<file path="config.mk">
export PLATFORM = sky130hd
export DESIGN_NAME = sram_like_slave
export DESIGN_NICKNAME = d
export VERILOG_FILES = /design/src/rtl/sram_like_slave.sv
export SDC_FILE = /design/constraint.sdc
export NUM_CORES = 1
export LEC_CHECK = 0
export BUFFER_PORTS_ARGS = -buffer_cell sky130_fd_sc_hd__buf_2
export CORE_MARGIN = 2
export CORE_UTILIZATION = 40
export DETAILED_ROUTE_END_ITERATION = 8
export GPL_TIMING_DRIVEN = 0
export PLACE_DENSITY_LB_ADDON = 0.05
export RECOVER_POWER = 25
export SYNTH_ARGS = -nofsm -noshare
export SYNTH_HDL_FRONTEND = slang
export SYNTH_SLANG_ARGS = --single-unit
</file>
<file path="constraint.sdc">
create_clock -name clk -period 2 [get_ports clk]
set_input_delay 0.4 -clock clk [delete_from_list [all_inputs] [get_ports clk]]
set_output_delay 0.4 -clock clk [all_outputs]
set_load 0.01 [all_outputs]
</file>
<file path="src/rtl/sram_like_slave.sv">
// Responder end of the SRAM-like request/response interface: accepts up to MAX_OUT
// outstanding requests, drives a 1-cycle-latency backing RAM and answers strictly in order.
module sram_like_slave #(
    parameter int MAX_OUT    = 2,
    parameter int RESP_DELAY = 0,
    parameter int RAM_AW     = 16
) (
    input  logic              clk,
    input  logic              resetn,
    input  logic              sram_en,
    input  logic              sram_wr,
    input  logic [1:0]        sram_size,
    input  logic [3:0]        sram_we,
    input  logic [31:0]       sram_addr,
    input  logic [31:0]       sram_wdata,
    output logic              sram_addr_ok,
    output logic              sram_data_ok,
    output logic [31:0]       sram_rdata,
    input  logic              addr_stall,
    input  logic              data_stall,
    output logic              ram_en,
    output logic [3:0]        ram_we,
    output logic [RAM_AW-1:0] ram_addr,
    output logic [31:0]       ram_wdata,
    input  logic [31:0]       ram_rdata
);

    localparam int OW = $clog2(MAX_OUT + 1);
    localparam int PW = (MAX_OUT > 1) ? $clog2(MAX_OUT) : 1;
    localparam logic [OW-1:0] MAX_C    = OW'(MAX_OUT);
    localparam logic [2:0]    DLY      = 3'(RESP_DELAY);
    localparam logic [PW-1:0] LAST_PTR = PW'(MAX_OUT - 1);

    logic [OW-1:0] out_cnt;
    logic [OW-1:0] fifo_cnt;
    logic [PW-1:0] wr_ptr;
    logic [PW-1:0] rd_ptr;
    logic [2:0]    dly_cnt;
    logic          vld_p0;
    logic          wr_p0;
    logic [31:0]   fifo_mem [MAX_OUT];
    logic          accept;
    logic          push;
    logic          pop;
    logic          head_vld;
    logic          unused_bits;

    function automatic logic [PW-1:0] next_ptr(input logic [PW-1:0] p);
        return (p == LAST_PTR) ? '0 : p + PW'(1);
    endfunction

    // sram_size is informational only; byte lanes come from sram_we
    assign unused_bits = &{1'b0, sram_size, sram_addr};

    assign accept       = resetn & sram_en & (out_cnt < MAX_C) & ~addr_stall;
    assign sram_addr_ok = accept;
    assign ram_en       = accept;
    assign ram_we       = sram_we & {4{sram_wr & accept}};
    assign ram_addr     = sram_addr[RAM_AW+1:2];
    assign ram_wdata    = sram_wdata;

    assign push         = vld_p0;
    assign head_vld     = (fifo_cnt != '0);
    assign pop          = head_vld & (dly_cnt == DLY) & ~data_stall;
    assign sram_data_ok = pop;
    assign sram_rdata   = pop ? fifo_mem[rd_ptr] : '0;

    // Stage p0: request accepted, RAM access in flight
    always_ff @(posedge clk or negedge resetn) begin
        if (!resetn) vld_p0 <= 1'b0;
        else         vld_p0 <= accept;
    end

    always_ff @(posedge clk) begin
        wr_p0 <= sram_wr;
    end

    // Response FIFO: RAM read data lands here the cycle after the access
    always_ff @(posedge clk) begin
        if (push) fifo_mem[wr_ptr] <= wr_p0 ? '0 : ram_rdata;
    end

    always_ff @(posedge clk or negedge resetn) begin
        if (!resetn) begin
            wr_ptr   <= '0;
            rd_ptr   <= '0;
            fifo_cnt <= '0;
            out_cnt  <= '0;
            dly_cnt  <= '0;
        end else begin
            if (push) wr_ptr <= next_ptr(wr_ptr);
            if (pop)  rd_ptr <= next_ptr(rd_ptr);
            case ({push, pop})
                2'b10:   fifo_cnt <= fifo_cnt + OW'(1);
                2'b01:   fifo_cnt <= fifo_cnt - OW'(1);
                default: fifo_cnt <= fifo_cnt;
            endcase
            case ({accept, pop})
                2'b10:   out_cnt <= out_cnt + OW'(1);
                2'b01:   out_cnt <= out_cnt - OW'(1);
                default: out_cnt <= out_cnt;
            endcase
            // A pop (or an empty FIFO) means the next head starts its wait from zero
            if (pop || !head_vld)  dly_cnt <= '0;
            else if (dly_cnt != DLY) dly_cnt <= dly_cnt + 3'd1;
        end
    end

    // out_cnt bounds the pipeline stage plus FIFO, so the FIFO can never overflow
    assert property (@(posedge clk) disable iff (!resetn) !(push && fifo_cnt == MAX_C));

endmodule
</file>
; Yosys cells after proc, flatten, opt, wreduce, memory -nomap -nowiden
; Memory sizes are Yosys's and may differ from the RTL's.
; Index checks and enable logic that the tools add are counted.
[word_totals]
reg_bits = 11
ram_bits = 64
in_bits = 108
output_inout_bits = 87
word_cells = 47
memories = 1
[memory_table]
columns = name, depth, word_bits, rd, rd_ports_with_merged_regs, write_ports, line
row1 = fifo_mem, 2, 32, 1, 0, 1, 41  ; logic [31:0] fifo_mem [MAX_OUT];
[classes]
add_sub_neg = 7
order_cmp = 1
n_eq_ne = 4
n_mux = 10
bitwise = 9
n_reduce_logical = 8
[ops]
columns = cell, count
row1 = 32-bit 2-to-1 mux, 2
row2 = 2-bit case mux with 2 select lines, 2
row3 = 2-bit nonzero test, 4
row4 = 1-bit bitwise AND, 6
row5 = 3-bit 2-to-1 mux, 2
row6 = "2-bit by 1-bit adder with 2-bit output, second input constant", 2
row7 = 4-bit bitwise AND, 1
row8 = "2-bit by 1-bit equality test with 1-bit output, second input constant", 2
row9 = "2-bit equality test, second input constant", 2
row10 = 1-bit 2-to-1 mux, 4
row11 = "2-bit by 1-bit subtractor with 2-bit output, second input constant", 2
row12 = "3-bit by 1-bit adder with 3-bit output, second input constant", 1
row13 = 3-bit zero test, 1
row14 = 3-bit nonzero test, 1
row15 = "1-bit adder, second input constant", 2
row16 = "2-bit less-than comparator, second input constant", 1
row17 = 1-bit inverter, 2
row18 = 1-bit zero test, 1
row19 = 1-bit logical OR, 1

; Depth between registers and ports, before layout
[depth]
word_depth = 5
ltp_mapped = 11
ltp_nobuf = 9

; Least setup slack after synthesis
; Ideal clock, no wire load.
[synth_timing]
path_type = register to register
start = register vld_p0 (netlist: push)
end = memory fifo_mem[0][0] (enable)
arrival_time_ps = 1776
t_required_ps = 1579
setup_slack_ps = -197
stages_incl_launch_ff = 3
path_buffers = 0
synth_period_minus_slack_ps = 2197
path_cell_list = dfrtp_1 -> inv_1 -> nor2_1
[synth_via]
elab_chain_len = 2
[synth_rtl]
columns = item, line
row1 = "start, declared", 39  ; logic vld_p0;
row2 = "start signal, assigned", 71  ; else vld_p0 <= accept;
row3 = 1-bit 2-to-1 mux (2 in series), 80  ; if (push) fifo_mem[wr_ptr] <= wr_p0 ? '0 : ram_rdata;
row4 = "end, declared", 41
; No other way between the ends.

; Worst setup path after layout
[layout_timing]
start = register dly_cnt[0]
end = output sram_rdata[23]
[layout_via]
elab_chain_len = 4
[layout_rtl]
columns = item, line
row1 = "start, declared", 38  ; logic [2:0] dly_cnt;
row2 = "start signal, assigned", 105  ; else if (dly_cnt != DLY) dly_cnt <= dly_cnt + 3'd1;
row3 = 3-bit zero test, 64  ; assign pop = head_vld & (dly_cnt == DLY) & ~data_stall;
row4 = 1-bit bitwise AND (2 in series), 64
row5 = 32-bit 2-to-1 mux, 66  ; assign sram_rdata = pop ? fifo_mem[rd_ptr] : '0;
row6 = "end, declared", 18  ; output logic [31:0] sram_rdata,
; No other way between the ends.

==> results.toml <==
[outcome]
violations = "negative setup slack"
status = "finished, violations left"

[route]
drt_iter0_drc = 48
drt-wirelength-per-cell_um = 13.6
firstDrtPassIters = 4
vias_per_cell = 4.51
num_vias = 2420
drc = 0
drt-total-wl_um = 7280
ant_nets = 0

[floorplan]
die_h_um = 98.1
std_cell_rows = 34
core-area_um2 = 8640
start_util = 0.410
ios = 195
die_area_um2 = 9620
die_w_um = 98.1

[layout]
layout-drive-gt1-share = 0.512
regArea_um2 = 2190
nets = 535
layout.cells.non_filler = 537
n_fill_cell = 786
syn_to_final_growth_pct = 38.7
fin_util = 0.569
multiInputGateArea_um2 = 1080

[grt]
grtUsageMet3 = 0.0444
antenna_found_initial = 1
grt_util_all_layers = 0.150
overflow = 0
grt_max_degree = 33
use_met1 = 0.162
grt_pass1_vias = 2316
busiest_layer = "met2"
met2_usage = 0.273
grt_pass1_wl_um = 11000

[worst_setup_path]
endpoint_kind = "output pin"
r2r-start = "dly_cnt[0]"
crit_required_ns = 1.60
path_depth = 8
worstSetupStartpointType = "register"
path_class = "reg -> out"
reg2reg_setup_slack_ns = -0.02
crit_fanout = 9
rr_worst_depth = 11
critPathMaxStageDelay_ns = 0.40
cp-startpoint = "dly_cnt[0]"
worstPathCellList = "inv_2 -> ha_4 -> nand2b_4 -> or3_4 -> buf_12 -> clkbuf_16 -> nor2_2 -> buf_2"
worstPathArrival_ns = 1.93
path_delay_family = "buffers and inverters"
slowest_stage = "dfrtp_1"
cp.buffers_inverters = 4

[timing]
rsz0062_at_grt = "yes"
worst_slack_ns = -0.331
fin_crit_ns = 2.33
final-setup-viol-count = 34
relSlewSlack = 0.448
final.setup_skew_ns = 0.00573
worstMarginPinSlew_ns = 0.828
finalMaxSlewViolations = 0
whs_ns = 0.230
fin_crit_sh = 1.17
fmax_mhz = 429
hold_viol_final = 0

[cts]
cts_root_buf = "clkbuf_8"
htreeDepth = 3
clk_pin_slew_ns = 0.08
cts_buffers = 9
cts_tree = "done"
clk_path_buf_depth = 2
clock_latency_ns = 0.34
cts_sinks = 75

[pwr]
comb_power_share = 0.459
internal_power_uw = 3600
clkPwrFrac = 0.178
p_leak_uw = 0.00213
pwr_density_cell_nw_per_um2 = 1100
switching_power_uw = 1820
pwr-share-seq = 0.362
peakVddDrop_v = 0.000614
sw_frac_of_total = 0.336

[place]
gp_routability_congestion = 0.694
placed_cells = 506
numPortBuffers = 128
dpl.hpwl_um = 4770

[flow_run]
maxCapViolCount = 0

[synthesis]
synth_seq_area_share = 0.619
synth_cells = 269
yosysWarnings = 0
synthArstFlopShare = 0.133
avgSynthCellArea_um2 = 13.2
yosysUniqueCellTypes = 23
synth_flop_cell = "edfxtp_1"
synth_edf_count = 64
syn_area_um2 = 3540
syn_nets = 381
synth_seq_cells = 75

[worst_hold_path]
hold_path.class = "in -> reg"
hold_depth = 1
hp-start = "sram_wr"
==> registers in the layout (all words and copies together) (netlist names) <==
| name | flops |
|---|---|
| rd_ptr | 1 |
| wr_p0 | 1 |
| out_cnt | 2 |
| fifo_cnt | 2 |
| wr_ptr | 1 |
| dly_cnt | 3 |
| fifo_mem | 64 |
| push | 1 |
==> cell usage after synthesis (2+ instances only) <==
| cell type | n | share of area |
|---|---|---|
| buf_6 | 4 | 0.013 |
| nand2_1 | 2 | 0.0021 |
| nor2_2 | 2 | 0.0035 |
| xnor2_1 | 5 | 0.012 |
| clkbuf_1 | 3 | 0.0032 |
| buf_2 | 4 | 0.0057 |
| nor2b_1 | 32 | 0.057 |
| xor2_1 | 3 | 0.0074 |
| nor2_1 | 36 | 0.038 |
| nand4b_1 | 2 | 0.0049 |
| buf_4 | 49 | 0.10 |
| mux2i_1 | 33 | 0.093 |
| inv_1 | 5 | 0.0053 |
| dfrtp_1 | 10 | 0.071 |
| and3_1 | 4 | 0.0071 |
| edfxtp_1 | 64 | 0.54 |
| a21oi_1 | 2 | 0.0028 |
| ha_1 | 4 | 0.014 |
==> power by group through the flow <==
stage / Sequential [uW] / Clock [uW] / Combinational, uW
detailed placement: 1990 / 0 / 1740
floorplan: 1970 / 0 / 1200
global placement: 1980 / 0 / 1700
CTS: 1960 / 988 / 2260
finish: 1960 / 966 / 2490
global route: 1980 / 1060 / 2680
==> cells by family after synthesis <==
family,Yosys count,synth area share
AND/OR/NAND/NOR,82,0.120
AO/OA/AOI/OAI,2,0.00283
buffers and inverters,65,0.131
multiplexers,33,0.0933
XOR/XNOR,8,0.0198
flip-flops,75,0.619
adder cells (fa/ha/maj),4,0.0141
==> per-layer routing <==
metal / wire length [um] / share of wire
met1: 2790 / 0.38
met2: 3750 / 0.52
met3: 657 / 0.090
met4: 82 / 0.011
met5: 0 / 0
==> cells in the final DEF, fill, tap and decap left out, types with 3 or more instances in the layout <==
cell and n:
xnor2_1 4, clkbuf_1 38, clkbuf_8 9, nor2_1 7, buf_2 86, nor2b_1 32
buf_4 60, buf_12 3, mux2i_1 33, and3_1 4, buf_6 12, nor2_4 12
edfxtp_1 64, xor2_1 3, dfrtp_1 10, nor2_2 19
==> final cells by class <==
| cell class | count | share of cell area |
|---|---|---|
| diodes | 1 | 0.000509 |
| plain buffers | 60 | 0.0965 |
| clock buffers | 10 | 0.0260 |
| clock inverters | 6 | 0.00662 |
| inverters | 5 | 0.00433 |
| multi-input cells | 129 | 0.220 |
| flip-flops and latches | 75 | 0.446 |
| well taps | 108 | 0.0275 |
| repair buffers | 143 | 0.172 |
==> path summary, 6_finish.rpt <==
check,to
worst max register to register,fifo_cnt[1]
max in group asynchronous,rd_ptr
worst min-delay path,wr_p0
worst min register to register,wr_ptr
min in group asynchronous,out_cnt[0]
worst max-delay path,sram_rdata[23]
==> per-stage QoR <==
step / TNS [ns] / area [um2] / setup slack [ns] / power (uW)
after global placement: -11.12 / 4320 / -0.225 / 3690
after global routing: -12.04 / 4910 / -0.395 / 5720
after CTS: -9.45 / 4800 / -0.322 / 5210
final: -9.69 / 4910 / -0.331 / 5420
after floorplan: 0 / 3540 / 0.0274 / 3170
after detailed placement: -3.37 / 4350 / -0.289 / 3730
==> what timing repair did <==
| action | 4_1_cts | 5_1_grt |
|---|---|---|
| hold buffers | 1 | 0 |
| setup endpoints to repair | 43 | 39 |
| buffers inserted | 7 | 4 |
| gates resized for setup | 49 | 23 |
| pin swaps | 10 | 6 |
| cloned | 1 | 1 |
| endpoints found under the hold margin | 10 | 0 |
Note: power is estimated with default switching activity, not from simulation.
